[src/rtl/ms_wdt32_ctrl_pkg.sv]
// Shared definitions for the MS_WDT32 watchdog controller: FSM states,
// reset-cause encodings, the default kick key and a small load helper.
package ms_wdt32_ctrl_pkg;

    typedef enum logic [2:0] {
        ST_IDLE = 3'd0,
        ST_ARM  = 3'd1,
        ST_RUN  = 3'd2,
        ST_KICK = 3'd3,
        ST_BITE = 3'd4
    } wdt_state_e;

    localparam logic [1:0] CAUSE_NONE    = 2'b00;
    localparam logic [1:0] CAUSE_TIMEOUT = 2'b01;
    localparam logic [1:0] CAUSE_BADKEY  = 2'b10;
    localparam logic [1:0] CAUSE_EARLY   = 2'b11;

    localparam logic [31:0] WDT_DEFAULT_KEY = 32'h5AFE_C0DE;

    // A zero reload would make the watchdog expire instantly; treat it as 1.
    function automatic logic [31:0] clamp_load(input logic [31:0] value);
        return (value == 32'd0) ? 32'd1 : value;
    endfunction

endpackage

[src/rtl/ms_wdt32_ctrl.sv]
// Control FSM for the MS_WDT32 watchdog: arms the counter, validates kicks
// against a key and a window, raises an early-warning interrupt and issues
// a fixed-width system reset pulse when the watchdog bites.
module ms_wdt32_ctrl
    import ms_wdt32_ctrl_pkg::*;
#(
    parameter logic [31:0] KEY    = WDT_DEFAULT_KEY,
    parameter int unsigned RST_PW = 16,
    parameter bit          LOCK   = 1'b1
) (
    input  logic        clk,
    input  logic        rst,
    input  logic        en_req,
    input  logic [31:0] cfg_load,
    input  logic [31:0] cfg_win,
    input  logic [31:0] cfg_warn,
    input  logic        kick_valid,
    input  logic [31:0] kick_key,
    input  logic        irq_clr,
    input  logic        cause_clr,
    input  logic [31:0] wdt_mr,
    input  logic        wdt_to,
    output logic [31:0] wdt_load,
    output logic        wdt_en,
    output logic        irq_warn,
    output logic        sys_rst_req,
    output logic [1:0]  rst_cause,
    output logic        running
);

    localparam logic [7:0] PULSE_W = RST_PW[7:0];

    wdt_state_e  state_q, state_d;
    logic [1:0]  bite_cause;
    logic [31:0] load_q, win_q, warn_q;
    logic [7:0]  pulse_q, pulse_d;
    logic        wdt_en_q, wdt_en_d;
    logic        running_q, running_d;
    logic        sys_rst_q, sys_rst_d;
    logic        irq_q, irq_d;
    logic [1:0]  cause_q, cause_d;
    logic        enter_arm, enter_bite;

    assign enter_arm  = (state_q != ST_ARM)  && (state_d == ST_ARM);
    assign enter_bite = (state_q != ST_BITE) && (state_d == ST_BITE);

    // State register plus all registered outputs.
    always_ff @(posedge clk) begin
        if (rst) begin
            state_q   <= ST_IDLE;
            pulse_q   <= 8'd0;
            wdt_en_q  <= 1'b0;
            running_q <= 1'b0;
            sys_rst_q <= 1'b0;
            irq_q     <= 1'b0;
            cause_q   <= CAUSE_NONE;
        end else begin
            state_q   <= state_d;
            pulse_q   <= pulse_d;
            wdt_en_q  <= wdt_en_d;
            running_q <= running_d;
            sys_rst_q <= sys_rst_d;
            irq_q     <= irq_d;
            cause_q   <= cause_d;
        end
    end

    // Configuration is captured on the edge entering ARM so that wdt_load is
    // already valid while wdt_en is low in ARM, letting the watchdog load it.
    always_ff @(posedge clk) begin
        if (rst) begin
            load_q <= 32'd0;
            win_q  <= 32'd0;
            warn_q <= 32'd0;
        end else if (enter_arm) begin
            load_q <= clamp_load(cfg_load);
            win_q  <= cfg_win;
            warn_q <= cfg_warn;
        end
    end

    // Next-state logic; timeout outranks any kick or enable change.
    always_comb begin
        state_d    = state_q;
        bite_cause = CAUSE_NONE;
        case (state_q)
            ST_IDLE: if (en_req) state_d = ST_ARM;
            ST_ARM:  state_d = ST_RUN;
            ST_RUN: begin
                if (wdt_to) begin
                    state_d    = ST_BITE;
                    bite_cause = CAUSE_TIMEOUT;
                end else if (kick_valid) begin
                    if (kick_key != KEY) begin
                        state_d    = ST_BITE;
                        bite_cause = CAUSE_BADKEY;
                    end else if (wdt_mr > win_q) begin
                        state_d    = ST_BITE;
                        bite_cause = CAUSE_EARLY;
                    end else begin
                        state_d = ST_KICK;
                    end
                end else if (!en_req && !LOCK) begin
                    state_d = ST_IDLE;
                end
            end
            ST_KICK: state_d = ST_RUN;
            ST_BITE: if (pulse_q <= 8'd1) state_d = ST_IDLE;
            default: state_d = ST_IDLE;
        endcase
    end

    // Output logic, computed from the next state so every output is a flop.
    always_comb begin
        wdt_en_d  = (state_d == ST_RUN);
        running_d = (state_d == ST_RUN) || (state_d == ST_KICK);
        sys_rst_d = (state_d == ST_BITE);

        pulse_d = pulse_q;
        if (enter_bite) begin
            pulse_d = PULSE_W;
        end else if (state_q == ST_BITE && pulse_q != 8'd0) begin
            pulse_d = pulse_q - 8'd1;
        end

        // Sticky warning: a same-cycle set beats the clear.
        irq_d = irq_q;
        if (irq_clr) irq_d = 1'b0;
        if (state_q == ST_RUN && warn_q != 32'd0 && wdt_mr == warn_q) irq_d = 1'b1;

        // Cause is recorded on BITE entry, which beats a same-cycle clear.
        cause_d = cause_q;
        if (cause_clr) cause_d = CAUSE_NONE;
        if (enter_bite) cause_d = bite_cause;
    end

    assign wdt_load    = load_q;
    assign wdt_en      = wdt_en_q;
    assign irq_warn    = irq_q;
    assign sys_rst_req = sys_rst_q;
    assign rst_cause   = cause_q;
    assign running     = running_q;

endmodule

[config.mk]
export PLATFORM = sky130hd
export DESIGN_NAME = ms_wdt32_ctrl
export DESIGN_NICKNAME = d
export VERILOG_FILES = /design/src/rtl/ms_wdt32_ctrl_pkg.sv /design/src/rtl/ms_wdt32_ctrl.sv
export SDC_FILE = /design/constraint.sdc
export NUM_CORES = 1
export LEC_CHECK = 0
export CAP_MARGIN = 20
export CORE_UTILIZATION = 30
export CTS_CLUSTER_DIAMETER = 80
export CTS_CLUSTER_SIZE = 8
export DETAILED_ROUTE_END_ITERATION = 16
export HOLD_SLACK_MARGIN = 0.02
export PLACE_DENSITY_LB_ADDON = 0.3
export SYNTH_ARGS = -nofsm -noshare
export SYNTH_HDL_FRONTEND = slang
export SYNTH_SLANG_ARGS = --single-unit
[constraint.sdc]
create_clock -name clk -period 2.65 [get_ports clk]
set_input_delay 0.3975 -clock clk [delete_from_list [all_inputs] [get_ports clk]]
set_output_delay 0.3975 -clock clk [all_outputs]
set_load 0.02 [all_outputs]
==> Word-level counts from Yosys, hierarchy flattened <==
Index checks and enable logic that the tools add are counted.
{ "totals": {"ff_bits": 113, "input_bits": 167, "out_inout_bits": 38} }
{ "classes": {"add_sub_neg": 1, "n_mux": 19, "n_reduce_logical": 15, "n_lt_le_gt_ge": 2, "n_eq_ne": 12} }
{ "ops": {"columns": ["op", "count"], "rows": [
  ["== test 32 bit", 1],
  ["greater-than comparator 32 bit", 1],
  ["logical NOT 32 bit", 1],
  ["two-way mux 32 bit", 1],
  ["!= test 32 x 31 -> 1 bit, second input constant", 1],
  ["nonzero test 32 bit", 1],
  ["two-way mux 3 bit", 6],
  ["two-way mux 2 bit", 7],
  ["== test 3 x 2 -> 1 bit, second input constant", 4],
  ["case mux 3 bit (4 select lines)", 1],
  ["two-way mux 5 bit", 2],
  ["less-or-equal comparator 8 x 1 -> 1 bit, second input constant", 1],
  ["nonzero test 8 bit", 1],
  ["subtractor 8 x 1 -> 8 bit, second input constant", 1],
  ["== test 3 x 1 -> 1 bit, second input constant", 2],
  ["== test 3 bit, second input constant", 2],
  ["nonzero test 2 bit", 3],
  ["logical AND 1 bit", 5],
  ["OR reduction 2 bit", 2],
  ["logical NOT 3 bit", 1],
  ["!= test 3 x 1 -> 1 bit, second input constant", 1],
  ["!= test 3 bit, second input constant", 1],
  ["two-way mux 1 bit", 2],
  ["logical OR 1 bit", 1]
]} }

==> Logic depth before layout (Yosys ltp) <==
Gate-level depths: netlist of run 1.
{ "depth": {"depth_word": 9, "mapped_depth": 8, "ltp_nobuf": 8} }

==> Least setup slack after synthesis of run 1 <==
Ideal clock, no wire load.
{ "synth_timing": {"path_type": "in2reg", "start": "input port wdt_mr[1]", "end": "register cause_q[1] (netlist: rst_cause[1])", "t_required_ns": 2.554, "arrival_time_ns": 2.039, "n_path_buf": 0, "stages": 7, "slack_ns": 0.516, "path_cell_list": "ha_1 > nor2b_1 > o211ai_1 > a2111o_1 > a311oi_2 > nor3_2 > o41ai_2"} }
{ "synth_via": {"elab_chain_cells": 9, "word_cells_on_any_way": 15, "cone_classes": "order compare: 1; eq/ne: 1; mux: 11; reduce/logical: 2"} }
{ "synth_lines": {"columns": ["item", "line", "text"], "rows": [
  ["start, declared", "ms_wdt32_ctrl.sv:21", "input logic [31:0] wdt_mr,"],
  ["greater-than comparator 32 bit *", "ms_wdt32_ctrl.sv:97", "end else if (wdt_mr > win_q) begin"],
  ["two-way mux 3 bit", "ms_wdt32_ctrl.sv:97", null],
  ["two-way mux 3 bit", "ms_wdt32_ctrl.sv:94", "if (kick_key != KEY) begin"],
  ["two-way mux 3 bit", "ms_wdt32_ctrl.sv:93", "end else if (kick_valid) begin"],
  ["two-way mux 3 bit", "ms_wdt32_ctrl.sv:90", "if (wdt_to) begin"],
  ["case mux 3 bit (4 select lines)", "ms_wdt32_ctrl.sv:86", "case (state_q)"],
  ["== test 3 bit", "ms_wdt32_ctrl.sv:45", "assign enter_bite = (state_q != ST_BITE) && (state_d == ST_BITE);"],
  ["logical AND 1 bit", "ms_wdt32_ctrl.sv:45", null],
  ["two-way mux 2 bit or nonzero test 2 bit (tied branches)", null, null],
  ["end signal, assigned", "ms_wdt32_ctrl.sv:64", "cause_q <= cause_d;"],
  ["end, declared", "ms_wdt32_ctrl.sv:41", "logic [1:0] cause_q, cause_d;"]
]} }
Every way passes the cells marked *; elsewhere a longest branch is shown, timed or not.
A chain may end at the register's enable or synchronous reset.

==> Worst setup path in the final report of run 1 <==
{ "layout_timing": {"start": "input port wdt_mr[13]", "end": "register cause_q[1] (netlist: rst_cause[1])"} }
The elaborated chain is that of the path after synthesis.

==> metrics, run 1 <==
pwr dens 579 mW/mm2; Worst Path Arrival 2.84 ns; Die X 137 um; ANT nets after route 0; Final Power 4.95 mW; layout cell share with drive strength beyond 1 0.0807; Post-Syn Instances 701; unrepaired setup endpoints after global routing no; CTS root buf clkbuf_16; post-layout util 0.488; Starting DRT DRC Count 223; post-synthesis sequential area ratio 0.414; CP endpoint kind flop; top cells by count, synth nand2_1, a21oi_1, dfxtp_1, inv_1, ha_1; asr flop ratio synth 0; most common cell in the netlist nand2_1; Clock Tree Buf Depth 2; grt met1 use 0.236; syn nets 902; final hold vios 0; DRC viols 0; switch share 0.255; top cells by area, synth dfxtp_1, nand2_1, a21oi_1; dominant cell type by area after synthesis dfxtp_1; worst-margin pin slew 0.560 ns; grt total ovfl 0; Net Switching 1.26 mW; fmax 397 MHz; Max Clock Skew 0.0126 ns; Hold WS 0.444 ns; post-DP HPWL 12.9 mm; IO Pins 205; min-delay worst type in -> reg; Post-CTS Setup Bufs 0; M2 GR Usage 0.302; Die ar. 0.0188 mm2; Netlist Area Pre-Place 0.00547 mm2; Slew Limit Headroom 0.623; Avg Cell Area, Syn 7.80 um2; top_reg_cell synth dfxtp_1; critical path type in -> reg; Comb pwr share 0.187; Clk pin slew, worst setup/hold paths 0.05 ns; footprint of the multi-input gates 0.00294 mm2; drt pass-1 iters 4; Chip Height 137 um; Clk pwr share 0.435; Synth cell types 44; Synth Register Bits 113; max cap viols 0; Initial Utilization 0.312; period utilization 0.951; CTS resizes 0; met3 Usage GRT 0.0656; Crit Reg-Reg Endpoint rst_cause[1]; yosys warns 0; post-synth top area share 0.414; synth-to-layout area growth 56.5%; Sequential Area 0.00226 mm2; cell leakage power 3.21 nW; first-pass GRT wire length 27.0 mm; final wirelength 17.5 mm; Core Region 0.0175 mm2; P_int 3.69 mW; hold path depth 2; Crit Path Max Fanout 5; CTS tree built; # diodes 0; port buffer count 204; fin. max-slew vios 0; R2R cell count 9; Min-Delay Endpoint wdt_load[25]; # setup viols final 0; GPL Wtd Cong 0.823; register-to-register setup slack 0.21 ns; crit start category input port; VDD IR-drop max 0.000539 V; CTS H-Tree Depth 4; Hold Buf Count CTS 0; worst r2r src win_q[31]; layer with the highest usage met2; setup ws final 0.131 ns; initial antenna violation count 0; CP required 2.97 ns; via count 5497; wire per inst 15.0 um; final net count 1132; Clock Latency Late Sink 0.41 ns; vias per cell 4.71; filler instances 1735; post-place setup slack -0.266 ns; hold_sp rst; number of flops mapped to enable cells by yosys 0; min Tclk post-route 2.52 ns; largest net degree at the start of global routing 98; CTS Buf Count 17; total track usage 0.190; row cnt 48; share of total power in sequential cells 0.378; CTS Sinks 113; status finished clean; vias in the first global route 5240
[power by group through the flow]
stage | sequential [mW] | clock, mW | combinational [mW]
2_1_floorplan | 1.93 | 0 | 0.382
3_3_place_gp | 1.90 | 0 | 0.920
3_5_place_dp | 1.90 | 0 | 0.928
4_1_cts | 1.87 | 2.21 | 0.936
5_1_grt | 1.88 | 2.29 | 1.02
6_report | 1.87 | 2.15 | 0.927
[metal layers]
metal,part of all wire,vias up
li1,-,2844
met1,0.45,2480
met2,0.45,162
met3,0.087,11
met4,0.014,0
met5,0,-
[area by class of cell]
type,instances,area share
well taps,225,0.0329
inverters,38,0.0167
clock inverters,6,0.00644
clock buffers,24,0.0587
multi-input cells,517,0.344
flip-flops and latches,113,0.265
repair buffers,244,0.277
[worst max path at each step]
| stage | endpoint | cells past startpoint | from | slack, ns |
|---|---|---|---|---|
| finish | rst_cause[1] | 7 | wdt_mr[13] | 0.13 |
| global route | pulse_q[4] | 7 | wdt_mr[13] | 0.05 |
| CTS | rst_cause[1] | 7 | wdt_mr[13] | 0.15 |
| detailed placement | rst_cause[1] | 7 | wdt_mr[13] | -0.27 |
| global placement | rst_cause[1] | 7 | wdt_mr[14] | -0.21 |
| floorplan | rst_cause[1] | 7 | wdt_mr[1] | 0.52 |
[registers in the layout, summed over array words and instances (netlist names)]
signal / cells
irq_warn: 1
pulse_q: 8
rst_cause: 2
running: 1
state_q: 3
sys_rst_req: 1
warn_q: 32
wdt_en: 1
wdt_load: 32
win_q: 32
[cells by family (layout without fill, tap and decap cells)]
group | after synthesis | after routing | synth area share
AND/OR/NAND/NOR | 302 | 302 | 0.249
buffers and inverters | 71 | 312 | 0.0492
flip-flops | 113 | 113 | 0.414
AO/OA/AOI/OAI | 142 | 142 | 0.147
XOR/XNOR | 39 | 39 | 0.0625
adder cells (fa/ha/maj) | 34 | 34 | 0.0778
[through the flow]
| step | cell area [um2] | TNS, ns | std cells |
|---|---|---|---|
| floorplan | 5470 | 0 | 701 |
| global placement | 7990 | -1.74 | 1137 |
| detailed placement | 7990 | -2.53 | 1137 |
| CTS | 8550 | 0 | 1167 |
| global route | 8550 | 0 | 1167 |
| finish | 8550 | 0 | 1167 |
[critical path, cell delays in order]
cell and delay, ns:
clkdlybuf4s50_1 0.44, ha_1 0.31, nand4_1 0.24, a2111o_1 0.47, a311oi_2 0.50, nor3_2 0.16, o41ai_2 0.31
[layout by cell type, fill, tap and decap left out, types with 5 or more instances in the layout]
| master | synthesis | layout |
|---|---|---|
| a21oi_1 | 115 | 115 |
| buf_4 | 0 | 39 |
| clkbuf_16 | 0 | 17 |
| clkbuf_8 | 0 | 5 |
| clkdlybuf4s50_1 | 0 | 203 |
| clkinv_2 | 0 | 5 |
| dfxtp_1 | 113 | 113 |
| ha_1 | 34 | 34 |
| inv_1 | 38 | 38 |
| nand2_1 | 202 | 202 |
| nand4_1 | 19 | 19 |
| nor2_1 | 21 | 21 |
| nor3_1 | 9 | 9 |
| nor4_1 | 24 | 24 |
| o21ai_0 | 8 | 8 |
| xnor2_1 | 24 | 24 |
| xor2_1 | 15 | 15 |
No activity file was read; power rests on OpenSTA's default activity.
==> run 2: changes to the inputs <==
--- a/config.mk
+++ b/config.mk
@@ -12,6 +12,7 @@
 export DETAILED_ROUTE_END_ITERATION = 16
 export HOLD_SLACK_MARGIN = 0.02
 export PLACE_DENSITY_LB_ADDON = 0.3
+export REMOVE_ABC_BUFFERS = 1
 export SYNTH_ARGS = -nofsm -noshare
 export SYNTH_HDL_FRONTEND = slang
 export SYNTH_SLANG_ARGS = --single-unit
==> run 2 against run 1 <==
Fmax rose by 0.82%. Hold slack got worse by 0.072 ns. Critical path depth rose by 1. Core utilization rose by 0.16 points. Total power rose by 3.4%. Count of clock-buffer cells in the layout fell by 4. Wire length fell by 0.91%. Non-clock buffer count fell by 5. Die area did not move. Flip-flop and latch count did not move. Cell area rose by 0.32%. First-iteration DRC count rose by 39%.
==> metrics, run 2 (synthesis gave the netlist of run 1 again) <==
share of total power in sequential cells 0.366 (was 0.378); placed cells 1132 (was 1137); CP cell instances clkdlybuf4s50_1 -> ha_1 -> nand4_1 -> nor4_1 -> inv_1 -> a311oi_2 -> nor3_2 -> o41ai_2 (was clkdlybuf4s50_1 -> ha_1 -> nand4_1 -> a2111o_1 -> a311oi_2 -> nor3_2 -> o41ai_2); Die ar. 0.0188 mm2 (unchanged); Non-Filler Instances 1163 (was 1167); filler instances 1755 (was 1735); Hold Buf Count CTS 0 (unchanged); worst-margin pin slew 0.522 ns (was 0.560 ns); leading cell types in the layout, fill and taps excluded clkdlybuf4s50_1, nand2_1, a21oi_1, dfxtp_1, inv_1 (was clkdlybuf4s50_1, nand2_1, a21oi_1, dfxtp_1, buf_4); final wirelength 17.4 mm (was 17.5 mm); CTS resizes 0 (unchanged); Max Clock Skew 0.0108 ns (was 0.0126 ns); fmax 400 MHz (was 397 MHz); IO Pins 205 (unchanged); synth-to-layout area growth 57.0% (was 56.5%); Final Power 5.12 mW (was 4.95 mW); CTS Sinks 113 (unchanged); via count 5532 (was 5497); Initial Utilization 0.312 (unchanged); final setup TNS 0 ns (unchanged); min Tclk post-route 2.50 ns (was 2.52 ns); DRC viols 0 (unchanged); final hold vios 0 (unchanged); largest net degree at the start of global routing 92 (was 98); CTS root buf clkbuf_16 (unchanged); Worst Path Arrival 2.82 ns (was 2.84 ns); layout cell share with drive strength beyond 1 0.0800 (was 0.0807); Crit Path Max Fanout 5 (unchanged); VDD IR-drop max 0.000418 V (was 0.000539 V); GPL Wtd Cong 0.853 (was 0.823); initial antenna violation count 0 (unchanged); port buffer count 204 (unchanged); min-delay worst type in -> reg (unchanged); Chip Height 137 um (unchanged); CP peak stage delay 0.53 ns (was 0.50 ns); critical path type in -> reg (unchanged); P_int 3.83 mW (was 3.69 mW); pwr dens 597 mW/mm2 (was 579 mW/mm2); Area after DPL 0.00797 mm2 (was 0.00799 mm2); Post-CTS Setup Bufs 0 (unchanged); period utilization 0.943 (was 0.951); grt total ovfl 0 (unchanged); Clk pin slew, worst setup/hold paths 0.05 ns (about the same); commonest non-fill, non-tap cell in the layout clkdlybuf4s50_1 (unchanged); total track usage 0.191 (was 0.190); Slew Limit Headroom 0.649 (was 0.623); Clock Latency Late Sink 0.41 ns (about the same); post-route cell area 0.00858 mm2 (was 0.00855 mm2); switch share 0.252 (was 0.255); first-pass GRT wire length 27.2 mm (was 27.0 mm); Starting DRT DRC Count 310 (was 223); row cnt 48 (unchanged); max cap viols 0 (unchanged); Net Switching 1.29 mW (was 1.26 mW); CTS tree built (unchanged); CTS Buf Count 17 (unchanged); ANT nets after route 0 (unchanged); # diodes 0 (unchanged); CP required 2.97 ns (about the same); drt pass-1 iters 4 (unchanged); Clk pwr share 0.454 (was 0.435); vias in the first global route 5394 (was 5240); unrepaired setup endpoints after global routing no (unchanged); status finished clean (unchanged); fin. max-slew vios 0 (unchanged); final net count 1127 (was 1132); crit start category input port (unchanged); Clock Tree Buf Depth 2 (unchanged); CP endpoint kind flop (unchanged); Comb pwr share 0.181 (was 0.187); vias per cell 4.76 (was 4.71); # setup viols final 0 (unchanged); Core Region 0.0175 mm2 (unchanged); wire per inst 14.9 um (was 15.0 um); crit path max-delay cell type nor4_1 (was a311oi_2); CTS H-Tree Depth 4 (unchanged); cell leakage power 3.21 nW (about the same); post-DP HPWL 13.0 mm (was 12.9 mm); Die X 137 um (unchanged)
[run 2: stage by stage]
step | util | hold WS (ns) | setup slack (ns)
after floorplan | - | 0.430 | -1.94
after global placement | 0.454 | 0.440 | -0.181
after detailed placement | 0.454 | 0.446 | -0.266
after CTS | 0.489 | 0.358 | 0.172
after global routing | 0.489 | 0.367 | 0.0188
final | 0.489 | 0.372 | 0.152
[run 2: path summary, 6_finish.rpt]
check | startpoint | to | slack (ns) | cells past startpoint
hold / removal | rst | warn_q[19] | 0.37 | 2
setup reg to reg | win_q[31] | rst_cause[1] | 0.21 | 8
setup / recovery | wdt_mr[29] | rst_cause[1] | 0.15 | 8
hold reg to reg | wdt_load[8] | wdt_load[8] | 0.45 | 2
[run 2: routing by layer]
metal  GRT usage  wire length [um]  part of all wire
met4      0.0519               147            0.0085
met5           0                 0                 0
met1       0.222              7370              0.42
met2       0.318              8090              0.47
met3      0.0830              1750              0.10
[run 2: critical path: cells and delay by family]
| family | cells | cell delay, ns |
|---|---|---|
| AND/OR/NAND/NOR | 3 | 0.85 |
| buffers and inverters | 2 | 0.56 |
| adder cells (fa/ha/maj) | 1 | 0.32 |
| AO/OA/AOI/OAI | 2 | 0.69 |
[run 2: cell type report]
type,instances,area [um2],share of cell area
clock buffers,20,467,0.0544
clock inverters,11,136,0.0159
inverters,38,143,0.0166
multi-input cells,517,2950,0.344
flip-flops and latches,113,2260,0.264
well taps,225,282,0.0328
repair buffers,239,2340,0.273
[run 2: power by group through the flow]
| stage | Sequential, mW | Combinational, mW | Clock [mW] |
|---|---|---|---|
| 2_1_floorplan | 1.93 | 0.359 | 0 |
| 3_3_place_gp | 1.90 | 0.929 | 0 |
| 3_5_place_dp | 1.91 | 0.932 | 0 |
| 4_1_cts | 1.87 | 0.939 | 2.37 |
| 5_1_grt | 1.88 | 1.02 | 2.45 |
| 6_report | 1.87 | 0.924 | 2.32 |
==> run 3: changes to the inputs <==
--- a/config.mk
+++ b/config.mk
@@ -6,6 +6,7 @@
 export NUM_CORES = 1
 export LEC_CHECK = 0
 export CAP_MARGIN = 20
+export CORE_MARGIN = 3
 export CORE_UTILIZATION = 30
 export CTS_CLUSTER_DIAMETER = 80
 export CTS_CLUSTER_SIZE = 8
==> run 3 against run 2 <==
Fmax rose by 1.9%. Sequential power barely moved. Highest routed layer is now met5. Die area rose by 5.9%. Largest power group unchanged.
==> metrics, run 3 (synthesis gave the netlist of run 1 again) <==
filler instances 1758 (was 1755); wire per inst 15.4 um (was 14.9 um); synth-to-layout area growth 56.2% (was 57.0%); grt total ovfl 0 (unchanged); largest net degree at the start of global routing 78 (was 92); CTS resizes 0 (unchanged); IO Pins 205 (unchanged); critical path type in -> reg (unchanged); fin. max-slew vios 0 (unchanged); CP peak stage delay 0.47 ns (was 0.53 ns); vias per cell 4.79 (was 4.76); Clock Tree Buf Depth 2 (unchanged); leading cell types in the layout, fill and taps excluded clkdlybuf4s50_1, nand2_1, a21oi_1, dfxtp_1, inv_1 (unchanged); CP endpoint kind flop (unchanged); # diodes 0 (unchanged); unrepaired setup endpoints after global routing no (unchanged); post-place setup slack -0.264 ns (was -0.266 ns); Chip Height 141 um (was 137 um); CP required 2.97 ns (about the same); via count 5566 (was 5532); CTS tree built (unchanged); Initial Utilization 0.312 (unchanged); Max Clock Skew 0.00682 ns (was 0.0108 ns); CTS Buf Count 17 (unchanged); VDD IR-drop max 0.000520 V (was 0.000418 V); layout cell share with drive strength beyond 1 0.0790 (was 0.0800); Slew Limit Headroom 0.655 (was 0.649); Hold Buf Count CTS 0 (unchanged); crit path max-delay cell type a2111o_1 (was nor4_1); Core Region 0.0175 mm2 (unchanged); ANT nets after route 0 (unchanged); GPL Wtd Cong 0.853 (about the same); min Tclk post-route 2.45 ns (was 2.50 ns); post-DP HPWL 13.5 mm (was 13.0 mm); drt pass-1 iters 5 (was 4); final net count 1125 (was 1127); row cnt 48 (unchanged); Final Power 4.96 mW (was 5.12 mW); first-pass GRT wire length 28.0 mm (was 27.2 mm); Clock Latency Late Sink 0.41 ns (about the same); Die ar. 0.0199 mm2 (was 0.0188 mm2); Post-CTS Setup Bufs 0 (unchanged); port buffer count 204 (unchanged); placed cells 1130 (was 1132); Crit Path Max Fanout 5 (unchanged); CTS root buf clkbuf_16 (unchanged); cell leakage power 3.17 nW (was 3.21 nW); Worst Path Arrival 2.77 ns (was 2.82 ns); pwr dens 581 mW/mm2 (was 597 mW/mm2); DRC viols 0 (unchanged); final hold vios 0 (unchanged); Non-Filler Instances 1162 (was 1163); Starting DRT DRC Count 297 (was 310); CTS H-Tree Depth 4 (unchanged); final wirelength 17.8 mm (was 17.4 mm); crit start category input port (unchanged); total track usage 0.180 (was 0.191); setup ws final 0.198 ns (was 0.152 ns); # setup viols final 0 (unchanged); status finished clean (unchanged); Die X 141 um (was 137 um); period utilization 0.925 (was 0.943); worst-margin pin slew 0.514 ns (was 0.522 ns); Clk pin slew, worst setup/hold paths 0.06 ns (was 0.05 ns); vias in the first global route 5515 (was 5394); CTS Sinks 113 (unchanged); fmax 408 MHz (was 400 MHz); commonest non-fill, non-tap cell in the layout clkdlybuf4s50_1 (unchanged); CP cell instances clkdlybuf4s50_1 -> ha_1 -> nand4_1 -> a2111o_1 -> a311oi_2 -> nor3_2 -> o41ai_2 (was clkdlybuf4s50_1 -> ha_1 -> nand4_1 -> nor4_1 -> inv_1 -> a311oi_2 -> nor3_2 -> o41ai_2); max cap viols 0 (unchanged); initial antenna violation count 1 (was 0); min-delay worst type in -> reg (unchanged)
run 3: cell types whose count changed in the layout (fill, tap and decap cells not counted), sizes merged:
cell      before  now
clkinv         7    6
clkinvlp       1    4
bufinv         3    1
clkbuf        20   17
buf           36   34
inv           38   42
run 3: layout make-up:
class                           count  area [um2]  share of cell area
Clock buffer                       17         425              0.0498
Clock inverter                     15         136              0.0160
Inverter                           38         143              0.0167
Multi-Input combinational cell    517        2950               0.346
Sequential cell                   113        2260               0.265
Tap cell                          225         282              0.0330
Timing Repair Buffer              237        2340               0.274
run 3: metal layers:
layer / wire length (um) / GRT usage / vias up
met3: 1950 / 0.0824 / 13
met4: 160 / 0.0439 / 2
li1: - / - / 2839
met5: 13 / 0 / -
met2: 8150 / 0.291 / 201
met1: 7570 / 0.217 / 2511
run 3: path summary, 6_finish.rpt:
path,cells past startpoint,startpoint,to,slack [ns]
min reg2reg,2,wdt_load[8],wdt_load[8],0.45
min,2,rst,wdt_load[30],0.44
max,7,wdt_mr[15],rst_cause[1],0.20
max reg2reg,7,win_q[15],rst_cause[1],0.27
run 3: metrics by stage:
step | hold slack [ns] | utilization | setup TNS (ns) | area [um2]
3_3_place_gp | 0.441 | 0.454 | -1.82 | 7970
5_1_grt | 0.447 | 0.487 | 0 | 8530
6_report | 0.445 | 0.487 | 0 | 8530
3_5_place_dp | 0.446 | 0.454 | -2.68 | 7970
2_1_floorplan | 0.430 | - | -186.62 | 5340
4_1_cts | 0.453 | 0.486 | 0 | 8530
run 3: power by group:
part | switching (mW) | internal, mW
sequential | 0.0686 | 1.80
clock | 0.863 | 1.30
combinational | 0.437 | 0.493
total | 1.37 | 3.59
run 3: worst max-delay path: cells and delay by family:
kind	cells	cell delay [ns]
AO/OA/AOI/OAI	3	1.21
buffers and inverters	1	0.44
AND/OR/NAND/NOR	2	0.38
adder cells (fa/ha/maj)	1	0.34
==> RTL edit 1, RTL diff (flow settings as in run 1) <==
The parameter `LOCK` goes from 1'b1 to 1'b0.
--- a/src/rtl/ms_wdt32_ctrl.sv
+++ b/src/rtl/ms_wdt32_ctrl.sv
@@ -6,7 +6,7 @@
 #(
     parameter logic [31:0] KEY    = WDT_DEFAULT_KEY,
     parameter int unsigned RST_PW = 16,
-    parameter bit          LOCK   = 1'b1
+    parameter bit          LOCK   = 1'b0
 ) (
     input  logic        clk,
     input  logic        rst,
Behaviour: not the same (a bounded check fails within 4 cycles, from zero or initial values and one cycle with rst high).
==> RTL edit 1 against run 1 <==
Final cell count up 0.26%. Combinational power increased by 3.0%. Sequential cell count did not move. Critical endpoint is now pulse_q[1]$_SDFFE_PP0P_. Non-clock buffer count increased by 1. Cell area is 1.2% higher. Total power grew 5.6%. Setup slack better by 0.15 ns. Synthesized area is 0.39% higher. Routed wire length shrank 2.9%. Highest routed layer unchanged. Clock power up 12%.
==> RTL edit 1: results (changes against run 1) <==
| Metric | Value |
|---|---|
| R2R Path End | pulse_q[1]$_SDFFE_PP0P_ |
| Worst-Skew Late Latency | 0.41 ns (about the same) |
| Met2 Track Usage GR | 30.27% (+0.084 points) |
| Top cells by count, synth | 201 x nand2_1, 114 x a21oi_1, 113 x dfxtp_1, 37 x inv_1 |
| FF-to-FF setup slack | 0.32 ns (+0.11 ns) |
| CTS max path bufs | 2 (unchanged) |
| Worst R2R Path Depth | 8 (-1) |
| Grt met3 use | 5.887% (-0.67 points) |
| Area of placed instances | 8026 µm² (+0.41%) |
| Leakage | 0.003199 µW (-0.47%) |
| Largest net degree at the start of global routing | 97 (-1.0%) |
| Pre-CTS WS | -0.2431 ns (+0.02267 ns) |
| Worst Setup EP | pulse_q[1]$_SDFFE_PP0P_ |
| VDD IR max | 0.4334 mV (-20%) |
| Hold WC Path Type | reg -> reg |
| Max-slew violations | 0 (unchanged) |
| DR vias | 5518 (+0.38%) |
| Slew @ Worst Pin | 0.8388 ns (+0.2787 ns) |
| Syn Nets | 899 (-0.33%) |
| Run status | finished, final reports clean |
| Placed Cells | 1138 (+0.088%) |
| Clock power share | 45.9% (+2.4 points) |
| Synth top area cells | dfxtp_1 41%, nand2_1 14%, a21oi_1 10% |
| FFs w/ async S/R, synth | 0% (unchanged) |
| Final Skew | 0.007911 ns (-0.004675 ns) |
| Vias in the first global route | 5297 (+1.1%) |
| Fin crit share | 89.45% (-5.6 points) |
| Met1 wire length | 7712 µm (-1.4%) |
| Final non-filler cell total | 1170 (+0.26%) |
| Post-DP HPWL | 12630 µm (-2.3%) |
| Routed wl met3 | 1366 µm (-11%) |
| Power Total | 5225 µW (+5.6%) |
| Layout cell share with drive strength beyond 1 | 9.352% (+1.3 points) |
| Hold WS | 0.4517 ns (+0.008164 ns) |
| Routing usage on met1 | 23.20% (-0.38 points) |
| CP max stage cell | clkdlybuf4s50_1 |
| Cells after Synth | 698 (-0.43%) |
| Internal power | 3825 µW (+3.7%) |
| Delay-heaviest family, CP | simple AND/OR/NAND/NOR gates |
| RR Startpoint | win_q[13]$_SDFFE_PP0P_ |
| Hold Path Origin | wdt_load[18]$_SDFFE_PP0P_ |
| CP Max Fanout | 7 (+2) |
| Routed wl met2 | 7741 µm (-2.2%) |
| Seq pwr | 1870 µW (about the same) |
| Critical path's largest stage delay | 0.44 ns (-0.06 ns) |
| Hold path endpoint | wdt_load[18]$_SDFFE_PP0P_ |
| GPL Wtd Cong | 0.8370 (+1.7%) |
| Final WL | 17000 µm (-2.9%) |
| CP arrival | 2.68 ns (-0.16 ns) |
| Synth unique cells | 50 (+14%) |
| First-pass GRT wire length | 26430 µm (-2.0%) |
## RTL edit 1: cell count changes after synthesis, sizes merged, moves of 3 or more
cell	delta
o21ai	-3
nor4b	-3
nor2	-9
nor3	+5
xor2	-10
xnor2	+10
nand4	+4
a31oi	+4
## RTL edit 1: cell families (layout without fill, tap and decap cells)
| logic type | count (synthesis) | after routing | share of synthesized area (%) |
|---|---|---|---|
| flops | 113 | 113 | 41.23 |
| buf+inv | 71 | 314 | 4.880 |
| xor+xnor | 39 | 39 | 6.226 |
| compound gates | 144 | 144 | 15.53 |
| simple gates | 297 | 297 | 24.38 |
| fa+ha+maj | 34 | 34 | 7.754 |
## RTL edit 1: cell type report
type	count	area [µm²]
Clock buffer	18	439.2
Clock inverter	14	181.4
Fill cell	1789	9311
Inverter	37	138.9
Multi-Input combinational cell	514	2972
Sequential cell	113	2262
Tap cell	229	286.5
Timing Repair Buffer	245	2372
==> RTL edit 2, RTL diff (config.mk and constraints of run 1) <==
Made on the original files. The output `wdt_en` loses its register stage (`wdt_en_q` becomes a continuous assignment).
--- a/src/rtl/ms_wdt32_ctrl.sv
+++ b/src/rtl/ms_wdt32_ctrl.sv
@@ -49,7 +49,6 @@
         if (rst) begin
             state_q   <= ST_IDLE;
             pulse_q   <= 8'd0;
-            wdt_en_q  <= 1'b0;
             running_q <= 1'b0;
             sys_rst_q <= 1'b0;
             irq_q     <= 1'b0;
@@ -57,13 +56,14 @@
         end else begin
             state_q   <= state_d;
             pulse_q   <= pulse_d;
-            wdt_en_q  <= wdt_en_d;
             running_q <= running_d;
             sys_rst_q <= sys_rst_d;
             irq_q     <= irq_d;
             cause_q   <= cause_d;
         end
     end
+
+    assign wdt_en_q = wdt_en_d;
 
     // Configuration is captured on the edge entering ARM so that wdt_load is
     // already valid while wdt_en is low in ARM, letting the watchdog load it.
Function: changed (a bounded check fails within 4 cycles, from zero or initial values and one cycle with rst high).
==> RTL edit 2 against run 1 <==
The run now ends with setup timing left. Clock power decreased by 38%. Sequential cell count decreased by 1. Synthesized cell count decreased by 0.57%. Synthesized area decreased by 1.5%. Via count increased by 0.38%. Setup slack got worse by 0.48 ns. Final cell count increased by 0.43%. Global-route usage increased by 0.31 points. Non-clock buffer count increased by 24. Total power decreased by 14%. Cell area increased by 1.9%. Register-to-register slack got worse by 0.10 ns. Routed wire length decreased by 0.14%. First-iteration DRC count decreased by 11%. Critical path type is now in -> out.
==> RTL edit 2: results (changes against run 1) <==
| Metric | Value |
|---|---|
| H-Tree Depth | 3 (-1) |
| CP arrival | 2.60 ns (-0.24 ns) |
| Synth unique cells | 41 (-6.8%) |
| Hold WC Path Type | reg -> reg |
| Max-slew headroom | 66.46% (+4.1 points) |
| Syn Nets | 898 (-0.44%) |
| Sequential cell area fraction in the yosys report | 41.66% (+0.27 points) |
| RR Startpoint | win_q[31]$_SDFFE_PP0P_ |
| Pre-CTS WS | -1.097 ns (-0.8315 ns) |
| Core area | 17420 µm² (-0.68%) |
| CTS buffer count | 9 (-8) |
| Syn. warnings | 0 (unchanged) |
| Top cells by count, synth | 206 x nand2_1, 115 x a21oi_1, 112 x dfxtp_1, 36 x inv_1, 34 x ha_1 |
| Setup violations, final | 1 (+1) |
| Layout cell share with drive strength beyond 1 | 15.95% (+7.9 points) |
| CP Max Fanout | 3 (-2) |
| Final WL | 17490 µm (-0.14%) |
| VDD IR max | 0.3880 mV (-28%) |
| Post-DP HPWL | 12950 µm (+0.15%) |
| WL/cell | 14.92 µm (-0.56%) |
| DRC violation total after the first TritonRoute iteration | 198 (-11%) |
| GRT Total Usage | 19.36% (+0.31 points) |
| Final Skew | 0.006769 ns (-0.005818 ns) |
| Fillcell total | 1687 (-2.8%) |
| Failing checks | setup timing |
| First-pass GRT wire length | 27690 µm (+2.7%) |
| Critical path's largest stage delay | 0.44 ns (-0.06 ns) |
| Hold Path Origin | win_q[28]$_SDFFE_PP0P_ |
| Leakage | 0.003239 µW (+0.77%) |
| Average size of a mapped cell | 7.721 µm² (-0.97%) |
| CTS max path bufs | 2 (unchanged) |
| Synth top area cells | dfxtp_1 42%, nand2_1 14%, a21oi_1 11% |
| CP max stage cell | clkdlybuf4s50_1 |
| Run status | finished, violations left |
| Vias in the first global route | 5493 (+4.8%) |
| Vias per inst | 4.708 (about the same) |
| GPL Wtd Cong | 0.8000 (-2.8%) |
| Area occupied by multi-input gates | 3218 µm² (+9.4%) |
| Placed Cells | 1147 (+0.88%) |
| Worst-Skew Late Latency | 0.35 ns (-0.06 ns) |
| Clock slew at reported path FFs | 0.07 ns (+0.02 ns) |
| Final worst-path setup slack | -0.3498 ns (-0.4810 ns) |
| Final setup TNS | -0.3498 ns (-0.3498 ns) |
| Largest net degree at the start of global routing | 97 (-1.0%) |
| Beginning of the critical path | wdt_mr[1] |
| Area of placed instances | 8049 µm² (+0.69%) |
| Antenna violations before repair | 4 (+4) |
RTL edit 2: final timing paths:
check	end	slack, ns	cells after the start
min reg2reg	win_q[28]$_SDFFE_PP0P_	0.45	2
min	win_q[28]$_SDFFE_PP0P_	0.45	2
max reg2reg	rst_cause[0]$_SDFFE_PP0P_	0.11	10
max	wdt_en	-0.35	10
RTL edit 2: final cells by class:
type	instances	share of cell area (%)
multi-input cells	516	36.93
repair buffers	268	29.05
flip-flops and latches	112	26.02
well taps	225	3.230
clock buffers	11	2.900
inverters	36	1.551
clock inverters	4	0.3302
RTL edit 2: power breakdown:
part	total, µW	internal, µW	leakage [µW]	switching (µW)
combinational	1060	567	0.00218	492
clock	1330	688	0.000134	637
sequential	1860	1790	0.000926	70.7
total	4250	3050	0.00324	1200
RTL edit 2: cell families (layout without fill, tap and decap cells):
kind of cell / after synthesis / after routing / share of synthesized area, %
AO/OA/AOI/OAI: 139 / 139 / 14.04
XOR/XNOR: 38 / 38 / 6.185
adder cells (fa/ha/maj): 34 / 34 / 7.905
AND/OR/NAND/NOR: 305 / 305 / 25.39
flip-flops: 112 / 112 / 41.66
buffers and inverters: 69 / 319 / 4.813
RTL edit 2: what timing repair did:
action,in CTS,in global routing
hold buffers,0,0
setup endpoints to repair,9,7
setup buffers,9,5
gates resized for setup,72,35
pin swaps,39,23
RTL edit 2: critical path: cells and delay by family:
family          cells  cell delay, ns
compound gates      5            0.96
fa+ha+maj           1            0.32
buf+inv             2            0.60
simple gates        2            0.33
RTL edit 2: routing by layer:
layer,global-route usage [%],wire (µm),up-vias
li1,-,-,2847
met1,23.16,7602,2497
met2,32.31,8155,149
met3,7.047,1427,19
met4,5.617,261,6
met5,0,41,-
